File: src/rtl/busca_instrucao_pkg.sv
// Shared definitions for the 8-bit accumulator CPU: opcodes, instruction fields, fetch states.
package pacote_cpu;

    localparam int LARG_OPCODE   = 4;
    localparam int LARG_OPERANDO = 4;
    localparam int LARG_INSTR    = LARG_OPCODE + LARG_OPERANDO;

    localparam logic [LARG_OPCODE-1:0] OP_ADD = 4'b0000;
    localparam logic [LARG_OPCODE-1:0] OP_SUB = 4'b0001;
    localparam logic [LARG_OPCODE-1:0] OP_LDA = 4'b0010;
    localparam logic [LARG_OPCODE-1:0] OP_STA = 4'b0011;
    localparam logic [LARG_OPCODE-1:0] OP_LDB = 4'b0100;
    localparam logic [LARG_OPCODE-1:0] OP_STB = 4'b0101;
    localparam logic [LARG_OPCODE-1:0] OP_LDC = 4'b0110;
    localparam logic [LARG_OPCODE-1:0] OP_JMP = 4'b0111;

    typedef enum logic [1:0] {
        OCIOSO = 2'd0,
        BUSCA  = 2'd1,
        EMITE  = 2'd2,
        ERRO   = 2'd3
    } estado_t;

    // Any word with the top opcode bit set is outside the instruction set.
    function automatic logic eh_ilegal(input logic [LARG_INSTR-1:0] instr);
        return instr[LARG_INSTR-1];
    endfunction

endpackage

File: src/rtl/contador_programa.sv
// Program counter: load has priority over increment, wraps modulo 256.
module contador_programa #(
    parameter logic [7:0] PC_INICIAL = 8'h00
) (
    input  logic       clk,
    input  logic       reset,
    input  logic       carregar,
    input  logic [7:0] valor,
    input  logic       incrementar,
    output logic [7:0] pc
);

    logic [7:0] r_pc;

    // PC register update
    always_ff @(posedge clk) begin
        if (reset) begin
            r_pc <= PC_INICIAL;
        end else if (carregar) begin
            r_pc <= valor;
        end else if (incrementar) begin
            r_pc <= r_pc + 8'd1;
        end else begin
            r_pc <= r_pc;
        end
    end

    assign pc = r_pc;

endmodule

File: src/rtl/busca_instrucao.sv
// Fetch/decode unit: reads the program ROM, holds the IR and hands instructions to execute over valid/ready.
module busca_instrucao
    import pacote_cpu::*;
#(
    parameter logic [7:0] PC_INICIAL = 8'h00
) (
    input  logic       clk,
    input  logic       reset,
    input  logic       iniciar,
    output logic [7:0] ler_endereco,
    input  logic [7:0] instrucao_in,
    input  logic       a_zero,
    output logic       instr_valida,
    input  logic       instr_pronta,
    output logic [3:0] opcode,
    output logic [3:0] operando,
    output logic [7:0] pc,
    output logic       ocupado,
    output logic       erro
);

    estado_t    r_estado;
    logic [7:0] r_ir;
    logic       r_valida;
    logic       r_ocupado;
    logic       r_erro;

    logic       w_transfere;
    logic       w_carregar;
    logic       w_incrementar;
    logic [7:0] w_pc;

    assign w_transfere   = r_valida && instr_pronta;
    assign w_carregar    = w_transfere && (r_ir[7:4] == OP_JMP) && a_zero;
    assign w_incrementar = w_transfere && !w_carregar;

    contador_programa #(
        .PC_INICIAL (PC_INICIAL)
    ) u_contador_programa (
        .clk         (clk),
        .reset       (reset),
        .carregar    (w_carregar),
        .valor       ({4'h0, r_ir[3:0]}),
        .incrementar (w_incrementar),
        .pc          (w_pc)
    );

    // Fetch FSM with IR capture and registered status outputs
    always_ff @(posedge clk) begin
        if (reset) begin
            r_estado  <= OCIOSO;
            r_ir      <= 8'h00;
            r_valida  <= 1'b0;
            r_ocupado <= 1'b0;
            r_erro    <= 1'b0;
        end else begin
            case (r_estado)
                OCIOSO: begin
                    if (iniciar) begin
                        r_estado  <= BUSCA;
                        r_ocupado <= 1'b1;
                    end else begin
                        r_estado  <= OCIOSO;
                    end
                end
                BUSCA: begin
                    r_ir <= instrucao_in;
                    if (eh_ilegal(instrucao_in)) begin
                        r_estado  <= ERRO;
                        r_valida  <= 1'b0;
                        r_ocupado <= 1'b0;
                        r_erro    <= 1'b1;
                    end else begin
                        r_estado  <= EMITE;
                        r_valida  <= 1'b1;
                        r_ocupado <= 1'b1;
                    end
                end
                EMITE: begin
                    if (instr_pronta) begin
                        r_estado <= BUSCA;
                        r_valida <= 1'b0;
                    end else begin
                        r_estado <= EMITE;
                    end
                end
                ERRO: begin
                    r_estado  <= ERRO;
                    r_valida  <= 1'b0;
                    r_ocupado <= 1'b0;
                    r_erro    <= 1'b1;
                end
                default: begin
                    r_estado  <= OCIOSO;
                    r_valida  <= 1'b0;
                    r_ocupado <= 1'b0;
                end
            endcase
        end
    end

    assign ler_endereco = w_pc;
    assign pc           = w_pc;
    assign opcode       = r_ir[7:4];
    assign operando     = r_ir[3:0];
    assign instr_valida = r_valida;
    assign ocupado      = r_ocupado;
    assign erro         = r_erro;

endmodule

File: config.mk
export PLATFORM = sky130hd
export DESIGN_NAME = busca_instrucao
export DESIGN_NICKNAME = d
export VERILOG_FILES = /design/src/rtl/busca_instrucao_pkg.sv /design/src/rtl/contador_programa.sv /design/src/rtl/busca_instrucao.sv
export SDC_FILE = /design/constraint.sdc
export NUM_CORES = 1
export LEC_CHECK = 0
export CORE_AREA = 2 2 56 53
export CTS_CLUSTER_DIAMETER = 200
export DETAILED_ROUTE_END_ITERATION = 12
export DIE_AREA = 0 0 58 55
export DONT_BUFFER_PORTS = 1
export PLACE_DENSITY_LB_ADDON = 0.08
export SYNTH_ARGS = -nofsm -noshare
export SYNTH_HDL_FRONTEND = slang
export SYNTH_SLANG_ARGS = --single-unit
File: constraint.sdc
create_clock -name clk -period 1.8 [get_ports clk]
set_input_delay 0.45 -clock clk [delete_from_list [all_inputs] [get_ports clk]]
set_output_delay 0.45 -clock clk [all_outputs]
set_load 0.005 [all_outputs]
==> out/results.txt, run 1 <==
placed instance area -> 963 um2
Mapped Cells -> 126
maxcap violations -> 0
Avg WL per Cell -> 15.5 um
syn_area_per_cell -> 7.97 um2
die height -> 55 um
largest net degree at the start of global routing -> 22
Horiz. Die Dim -> 58 um
first-iteration detailed-routing DRC count -> 31
dpl hpwl -> 1590 um
Final Power -> 0.817 mW
Hold Fails Final Rpt -> 0
n_diodes -> 0
design area -> 991 um2
vias per inst -> 5.74
min-delay worst type -> in -> reg
Antenna Violating Nets Remaining -> 0
setup ws final -> 247 ps
CP arrival -> 1770 ps
final WL -> 2300 um
Max Slew Vio Count -> 0
Starting Density -> 0.385
Rel. slew slack -> 0.654
worst slack at placement -> 206 ps
RD Place Congestion -> 0.704
setup_tns -> 0 ps
Remaining Overflow, GRT -> 0
CTS root buffer -> clkbuf_4
global-route wire length before repair -> 3700 um
Pwr Density -> 824 nW/um2
Setup violations, final -> 0
DRC Markers -> 0
Syn Std Cell Area -> 1000 um2
FILL cells -> 292
number of buffers added on ports -> 0
CTS Buffer Depth -> 2
Crit Path Class -> reg -> reg
Clock Sinks -> 21
clk_lat worst skew -> 300 ps
layout cells sized above 1 -> 0.0763
Vias -> 849
DR pass1 iterations -> 6
Final nets -> 133
cell taking the most area after synthesis -> dfxtp_1
sequential share of the synthesized area -> 0.418
distinct cell type count after synthesis -> 27
Synth area leaders -> dfxtp_1, nand2_1, a21oi_1
setup slack, reg-to-reg -> 250 ps
core area -> 2610 um2
crit end category -> register
CTS-repair resized insts -> 0
critical path launch point type -> register
peak supply drop -> 0.318 mV
Ports -> 40
Total GRT Usage -> 0.152
Rows -> 18
utilization after layout -> 0.379
Synth-to-Final Area Change -> -1.37%
Leak Pwr -> 0.354 nW
Final min period -> 1550 ps
syn nets -> 140
fmax -> 0.644 GHz
final period utilization -> 0.863
top cell type's share of synthesized area -> 0.418
commonest non-fill, non-tap cell in the layout -> nand2_1
RSZ-0062 raised after global routing -> false
CTS tree -> done
H-tree depth reported by CTS -> 1
Die Area -> 3190 um2
hold buffers post-CTS -> 0
commonest cells after routing, fill and taps aside -> nand2_1, dfxtp_1, a21oi_1
Data required, critical path -> 2010 ps
Setup Buffers After CTS -> 0
vias in the first global route -> 788
worst clock skew -> 8.27 ps
initial antenna violation count -> 0
outcome -> complete, no violations
crit-path max FO -> 7
clk slew on worst S/H paths -> 120 ps
flops & latches, synth -> 21
Least-Margin Pin Slew -> 517 ps
CTS buffer count -> 3
synth warn -> 0
## synth_stat cells, drive strengths merged
library cell	count
inv	3
nand4	1
o32ai	2
nand3	3
and3	2
or2	2
or3	3
a311oi	3
nor3	2
a21oi	17
nand2b	4
a32o	3
a211oi	1
buf	9
nor2b	2
dfxtp	21
a31oi	1
and2	1
ha	1
nor2	10
clkbuf	4
nand2	25
o21ai	4
mux2	2
## sequential cells by signal (all words and copies together) (netlist names)
| register | cells |
|---|---|
| erro | 1 |
| instr_valida | 1 |
| ocupado | 1 |
| r_estado | 2 |
| r_ir | 8 |
| u_contador_programa.pc | 8 |
## where the power goes
part / internal, mW / switching [mW] / total, mW / leakage [nW]
sequential: 0.491 / 0.0304 / 0.521 / 0.171
clock: 0.0828 / 0.146 / 0.229 / 0.0177
combinational: 0.0265 / 0.0400 / 0.0665 / 0.165
## worst max-delay path, cell delays in order, from the launching register on
cell	delay (ps)
dfxtp_1	400
nand4_1	160
or2_1	370
mux2_4	330
a32o_1	210
## through the flow
| stage | cells | hold WS, ps |
|---|---|---|
| after floorplan | 126 | 442 |
| after global placement | 144 | 449 |
| final | 148 | 203 |
| after detailed placement | 144 | 453 |
| after CTS | 148 | 170 |
| after global routing | 148 | 166 |
## layer usage
| metal | share of wire | global-route usage |
|---|---|---|
| met4 | 0.0065 | 0.0659 |
| met1 | 0.49 | 0.207 |
| met2 | 0.43 | 0.231 |
| met5 | 0 | 0 |
| met3 | 0.064 | 0.0372 |
## cell type report
cell class	instances	area [um2]	area share
multi-input cells	89	487	0.491
clock inverters	1	5.00	0.00505
repair buffers	1	7.51	0.00758
inverters	3	11.3	0.0114
well taps	30	37.5	0.0379
flip-flops and latches	21	420	0.424
clock buffers	3	22.5	0.0227
## worst paths after layout
kind | startpoint | end | depth (start not counted)
worst max-delay path | r_ir[6]$_SDFFE_PP0N_ | u_contador_programa.pc[3]$_SDFFE_PP0P_ | 4
worst min-delay path | reset | r_ir[3]$_SDFFE_PP0N_ | 1
worst max register to register | r_ir[6]$_SDFFE_PP0N_ | u_contador_programa.pc[3]$_SDFFE_PP0P_ | 4
worst min register to register | erro$_SDFFE_PP0P_ | erro$_SDFFE_PP0P_ | 2
## kinds of logic (layout without fill, tap and decap cells)
logic type | after synthesis | in the layout | share of synthesized area
buffers and inverters | 16 | 8 | 0.0971
flip-flops | 21 | 21 | 0.418
adder cells (fa/ha/maj) | 1 | 1 | 0.0125
AND/OR/NAND/NOR | 55 | 55 | 0.250
multiplexers | 2 | 2 | 0.0299
AO/OA/AOI/OAI | 31 | 31 | 0.192
No activity file was read; power rests on OpenSTA's default activity.
==> run 2, diff against run 1 <==
--- a/config.mk
+++ b/config.mk
@@ -5,12 +5,13 @@
 export SDC_FILE = /design/constraint.sdc
 export NUM_CORES = 1
 export LEC_CHECK = 0
-export CORE_AREA = 2 2 56 53
+export CORE_AREA = 2 2 57 54
 export CTS_CLUSTER_DIAMETER = 200
 export DETAILED_ROUTE_END_ITERATION = 12
-export DIE_AREA = 0 0 58 55
+export DIE_AREA = 0 0 59 56
 export DONT_BUFFER_PORTS = 1
 export PLACE_DENSITY_LB_ADDON = 0.08
 export SYNTH_ARGS = -nofsm -noshare
 export SYNTH_HDL_FRONTEND = slang
+export SYNTH_HIERARCHICAL = 1
 export SYNTH_SLANG_ARGS = --single-unit
==> run 2 against run 1 <==
Compared with the run above:
- count of clock-buffer cells in the layout is the same
- first-iteration DRC count grew 61%
- non-clock buffer count grew 2
- cell count grew 2.0%
- synthesized cell count shrank 0.79%
- sequential power shrank 1%
- utilization grew 1.4 points
- synthesized area grew 3.4%
- sequential cell count is the same
- sequential share of layout area shrank 1.9 points
- largest cell class unchanged
- largest power group unchanged
==> out/results.txt, run 2 <==
outcome -> complete, no violations
layout cells sized above 1 -> 0.116
Hold WS -> 187 ps
sequential share of the synthesized area -> 0.405
FILL cells -> 291
largest net degree at the start of global routing -> 25
Synth-to-Final Area Change -> 0.602%
synth warn -> 6
setup ws final -> 141 ps
die height -> 56 um
multi-input logic area -> 509 um2
Horiz. Die Dim -> 59 um
clk slew on worst S/H paths -> 130 ps
logic gate share of total power -> 0.079
commonest cells after routing, fill and taps aside -> dfxtp_1, nand2_1, a21oi_1
Reg area -> 423 um2
CTS buffer count -> 3
net load switching power -> 0.214 mW
syn_area_per_cell -> 8.31 um2
first-iteration detailed-routing DRC count -> 50
Sw Ratio -> 0.262
final period utilization -> 0.922
peak supply drop -> 0.463 mV
number of buffers added on ports -> 0
Hold Fails Final Rpt -> 0
Data required, critical path -> 2040 ps
distinct cell type count after synthesis -> 31
n_diodes -> 0
crit end category -> register
sequential share of power -> 0.630
crit-path max FO -> 3
clk_lat worst skew -> 310 ps
worst slack at placement -> 8.87 ps
vias per inst -> 5.36
top-count cell post-synth -> dfxtp_1
Die Area -> 3300 um2
worst clock skew -> 2.26 ps
Syn Std Cell Area -> 1040 um2
final WL -> 2090 um
DR pass1 iterations -> 4
Pint -> 0.603 mW
global-route wire length before repair -> 3680 um
Post-synth EDFFs -> 0
CTS root buffer -> clkbuf_4
Pwr Density -> 782 nW/um2
RD Place Congestion -> 0.698
Async SR Flop Fraction -> 0
initial antenna violation count -> 0
commonest non-fill, non-tap cell in the layout -> dfxtp_1
Setup violations, final -> 0
Leak Pwr -> 0.361 nW
Starting Density -> 0.391
most common flop cell mapped by yosys -> dfxtp_1
CP arrival -> 1900 ps
Max Slew Vio Count -> 0
Avg WL per Cell -> 13.8 um
fmax -> 0.603 GHz
CTS tree -> done
vias in the first global route -> 762
Vias -> 809
critical path launch point type -> register
Remaining Overflow, GRT -> 0
Final min period -> 1660 ps
Antenna Violating Nets Remaining -> 0
core area -> 2660 um2
top cell type's share of synthesized area -> 0.405
Rows -> 18
DRC Markers -> 0
hold buffers post-CTS -> 0
cell taking the most area after synthesis -> dfxtp_1
dpl hpwl -> 1540 um
Clock Power Share -> 0.291
Total GRT Usage -> 0.143
Synth area leaders -> dfxtp_1, a21oi_1, buf_4
Crit Path Class -> reg -> reg
Mapped Cells -> 125
CTS Buffer Depth -> 2
maxcap violations -> 0
Clock Sinks -> 21
Ports -> 40
min-delay worst type -> in -> reg
H-tree depth reported by CTS -> 1
Post-synth top cells -> dfxtp_1, nand2_1, a21oi_1
Final nets -> 136
flops & latches, synth -> 21
-- run 2: cell count changes in the layout (fill, tap and decap cells not counted), moves of 4 or more --
cell / previous run / this run
conb_1: 0 / 4
nand2_1: 25 / 18
o211ai_1: 0 / 4
xor2_1: 0 / 4
-- run 2: cells by family (layout without fill, tap and decap cells) --
family | count (synthesis) | count (layout) | synth area share
flip-flops | 21 | 21 | 0.405
other | 1 | 4 | 0.00361
AND/OR/NAND/NOR | 47 | 47 | 0.222
adder cells (fa/ha/maj) | 1 | 1 | 0.0120
AO/OA/AOI/OAI | 27 | 27 | 0.163
XOR/XNOR | 4 | 4 | 0.0337
buffers and inverters | 20 | 13 | 0.120
multiplexers | 4 | 4 | 0.0410
-- run 2: area by class of cell --
class                   count  area share
multi-input cells          87       0.487
flip-flops and latches     21       0.405
well taps                  30      0.0359
clock buffers               3      0.0216
repair buffers              3      0.0216
inverters                   6      0.0216
clock inverters             1     0.00719
-- run 2: per-layer routing --
metal  share of wire  global-route usage  wire length [um]
met5               0                   0                 0
met2            0.45               0.213               950
met1            0.46               0.193               971
met3           0.070              0.0512               146
met4           0.010              0.0390                21
-- run 2: path summary, 6_finish.rpt --
path,slack [ps],from,cells past startpoint,endpoint
worst min-delay path,190,reset,1,r_ir[5]$_SDFFE_PP0N_
worst max register to register,140,r_ir[6]$_SDFFE_PP0N_,6,u_contador_programa/pc[7]$_SDFFE_PP0P_
worst min register to register,470,erro$_SDFFE_PP0P_,2,erro$_SDFFE_PP0P_
worst max-delay path,140,r_ir[6]$_SDFFE_PP0N_,6,u_contador_programa/pc[7]$_SDFFE_PP0P_
-- run 2: timing repair --
action                                  CTS  global route
gates resized for setup                   0             3
buffers inserted                          0             0
endpoints found under the setup margin    0             2
-- run 2: power by group through the flow --
stage	sequential, mW	combinational, mW	clock (mW)
3_5_place_dp	0.525	0.0648	0
2_1_floorplan	0.519	0.0673	0
5_1_grt	0.521	0.0766	0.274
3_3_place_gp	0.525	0.0634	0
4_1_cts	0.515	0.0647	0.254
6_report	0.514	0.0643	0.238
-- run 2: worst max-delay path: stages (launching register included) --
cell and delay, ps:
dfxtp_2 360, nand4_1 130, nor2_1 70, nor3_2 160, or3b_1 370, or4_1 400
o211ai_1 100
-- run 2: per-stage QoR --
stage / std cells / TNS, ps / area [um2] / power [mW] / util
after floorplan: 128 / -46.2 / 1050 / 0.586 / -
after global placement: 147 / 0 / 1010 / 0.588 / 0.379
after detailed placement: 147 / 0 / 1010 / 0.590 / 0.379
after CTS: 151 / 0 / 1040 / 0.834 / 0.390
after global routing: 151 / -2.83 / 1040 / 0.872 / 0.393
final: 151 / 0 / 1040 / 0.817 / 0.393
==> run 3, diff against run 2 <==
--- a/config.mk
+++ b/config.mk
@@ -5,10 +5,10 @@
 export SDC_FILE = /design/constraint.sdc
 export NUM_CORES = 1
 export LEC_CHECK = 0
-export CORE_AREA = 2 2 57 54
+export CORE_AREA = 2 2 74 69
 export CTS_CLUSTER_DIAMETER = 200
 export DETAILED_ROUTE_END_ITERATION = 12
-export DIE_AREA = 0 0 59 56
+export DIE_AREA = 0 0 76 71
 export DONT_BUFFER_PORTS = 1
 export PLACE_DENSITY_LB_ADDON = 0.08
 export SYNTH_ARGS = -nofsm -noshare
==> run 3 against run 2 <==
Compared with the run above:
- sequential power barely moved
- worst setup slack got worse by 8.9 ps
- largest cell class unchanged
- register-to-register slack barely moved
- global-route usage fell by 5.0 points
- worst hold slack improved by 62 ps
- cell count rose by 25%
- power rose by 11%
- sequential share of layout area fell by 2.8 points
- combinational power rose by 5.6%
==> out/results.txt, run 3 (synthesis gave the netlist of run 2 again) <==
outcome -> complete, no violations
worst clock skew -> 2.57 ps
Data required, critical path -> 1990 ps
largest net degree at the start of global routing -> 25
Max Slew Vio Count -> 0
DR pass1 iterations -> 4
worst-case reg-to-reg path depth -> 6
critical path launch point type -> register
hold path depth -> 1
Avg WL per Cell -> 12.7 um
H-tree depth reported by CTS -> 1
Slowest-stage cell, CP -> or4_1
Starting Density -> 0.223
crit-path max FO -> 3
CTS Buffer Depth -> 2
n_diodes -> 0
hold buffers post-CTS -> 0
peak supply drop -> 0.257 mV
Setup Buffers After CTS -> 0
Die Area -> 5400 um2
layout cells sized above 1 -> 0.106
maxcap violations -> 0
clk_lat worst skew -> 260 ps
CP arrival -> 1850 ps
Max stage delay on crit path -> 410 ps
CTS root buffer -> clkbuf_8
Hold Fails Final Rpt -> 0
die height -> 71 um
Reg area -> 420 um2
Synth-to-Final Area Change -> 7.47%
Final min period -> 1670 ps
commonest non-fill, non-tap cell in the layout -> dfxtp_1
min-delay worst type -> in -> reg
final WL -> 2390 um
CP Capture Point -> u_contador_programa/pc[7]$_SDFFE_PP0P_
crit end category -> register
first-iteration detailed-routing DRC count -> 37
Total GRT Usage -> 0.0933
FILL cells -> 521
Leak Pwr -> 0.380 nW
final period utilization -> 0.927
setup slack, reg-to-reg -> 130 ps
CP Cell Sequence -> nand4_1, nor2_1, nor3_2, or3b_1, or4_1, o211ai_1
setup ws final -> 132 ps
Vias -> 835
Worst Setup SP -> r_ir[5]$_SDFFE_PP0N_
clk slew on worst S/H paths -> 80 ps
Horiz. Die Dim -> 76 um
Ports -> 40
Final nets -> 138
CTS buffer count -> 3
Antenna Violating Nets Remaining -> 0
Critical R2R Capture -> u_contador_programa/pc[7]$_SDFFE_PP0P_
Rows -> 24
multi-input logic area -> 509 um2
Setup violations, final -> 0
dpl hpwl -> 1750 um
CTS tree -> done
fmax -> 0.600 GHz
initial antenna violation count -> 0
number of buffers added on ports -> 0
Clock Sinks -> 21
RD Place Congestion -> 0.740
Crit Path Class -> reg -> reg
global-route wire length before repair -> 4140 um
worst r2r src -> r_ir[5]$_SDFFE_PP0N_
commonest cells after routing, fill and taps aside -> dfxtp_1, nand2_1, a21oi_1
setup_tns -> 0 ps
DRC Markers -> 0
vias in the first global route -> 841
Remaining Overflow, GRT -> 0
RSZ-0062 raised after global routing -> false
Pwr Density -> 810 nW/um2
core area -> 4650 um2
worst slack at placement -> 9.20 ps
vias per inst -> 4.44
## run 3: stage by stage
step	cell area (um2)	std cells	hold WS (ps)	util	power, mW
after floorplan	1050	128	442	-	0.586
after global placement	1070	184	453	0.229	0.592
after detailed placement	1070	184	460	0.229	0.593
after CTS	1110	188	240	0.239	0.914
after global routing	1120	188	229	0.240	0.959
final	1120	188	248	0.240	0.904
## run 3: repair_timing
action	4_1_cts	5_1_grt
gates resized for setup	0	1
setup endpoints to repair	0	2
endpoints found under the hold margin	0	0
## run 3: worst max-delay path: cells and delay by family (launching register included)
family	cells	cell delay (ps)
DFF	1	350
AOI/OAI and AO/OA	1	100
and+or+nand+nor	5	1160
## run 3: metal layers
layer,part of all wire,vias to the layer above,global-route usage
met5,0,-,0
met1,0.47,393,0.121
met4,0.0080,0,0.0303
met3,0.058,2,0.0217
met2,0.47,20,0.155
li1,-,420,-
## run 3: worst min-delay path by stage
| stage | start | end |
|---|---|---|
| after global routing | reset | r_ir[7]$_SDFFE_PP0N_ |
| final | reset | erro$_SDFFE_PP0P_ |
| after CTS | reset | r_ir[5]$_SDFFE_PP0N_ |
| after detailed placement | erro$_SDFFE_PP0P_ | erro$_SDFFE_PP0P_ |
| after floorplan | erro$_SDFFE_PP0P_ | erro$_SDFFE_PP0P_ |
| after global placement | erro$_SDFFE_PP0P_ | erro$_SDFFE_PP0P_ |
## run 3: report_power, final
group / leakage, nW / internal [mW] / switching [mW]
sequential: 0.171 / 0.488 / 0.0254
combinational: 0.186 / 0.0305 / 0.0373
clock: 0.0228 / 0.158 / 0.164
## run 3: layout make-up
| type | instances | share of cell area |
|---|---|---|
| multi-input combinational | 87 | 0.456 |
| sequential | 21 | 0.377 |
| tap | 65 | 0.0729 |
| clock buffer | 4 | 0.0404 |
| timing repair buffer | 5 | 0.0336 |
| inverter | 6 | 0.0202 |
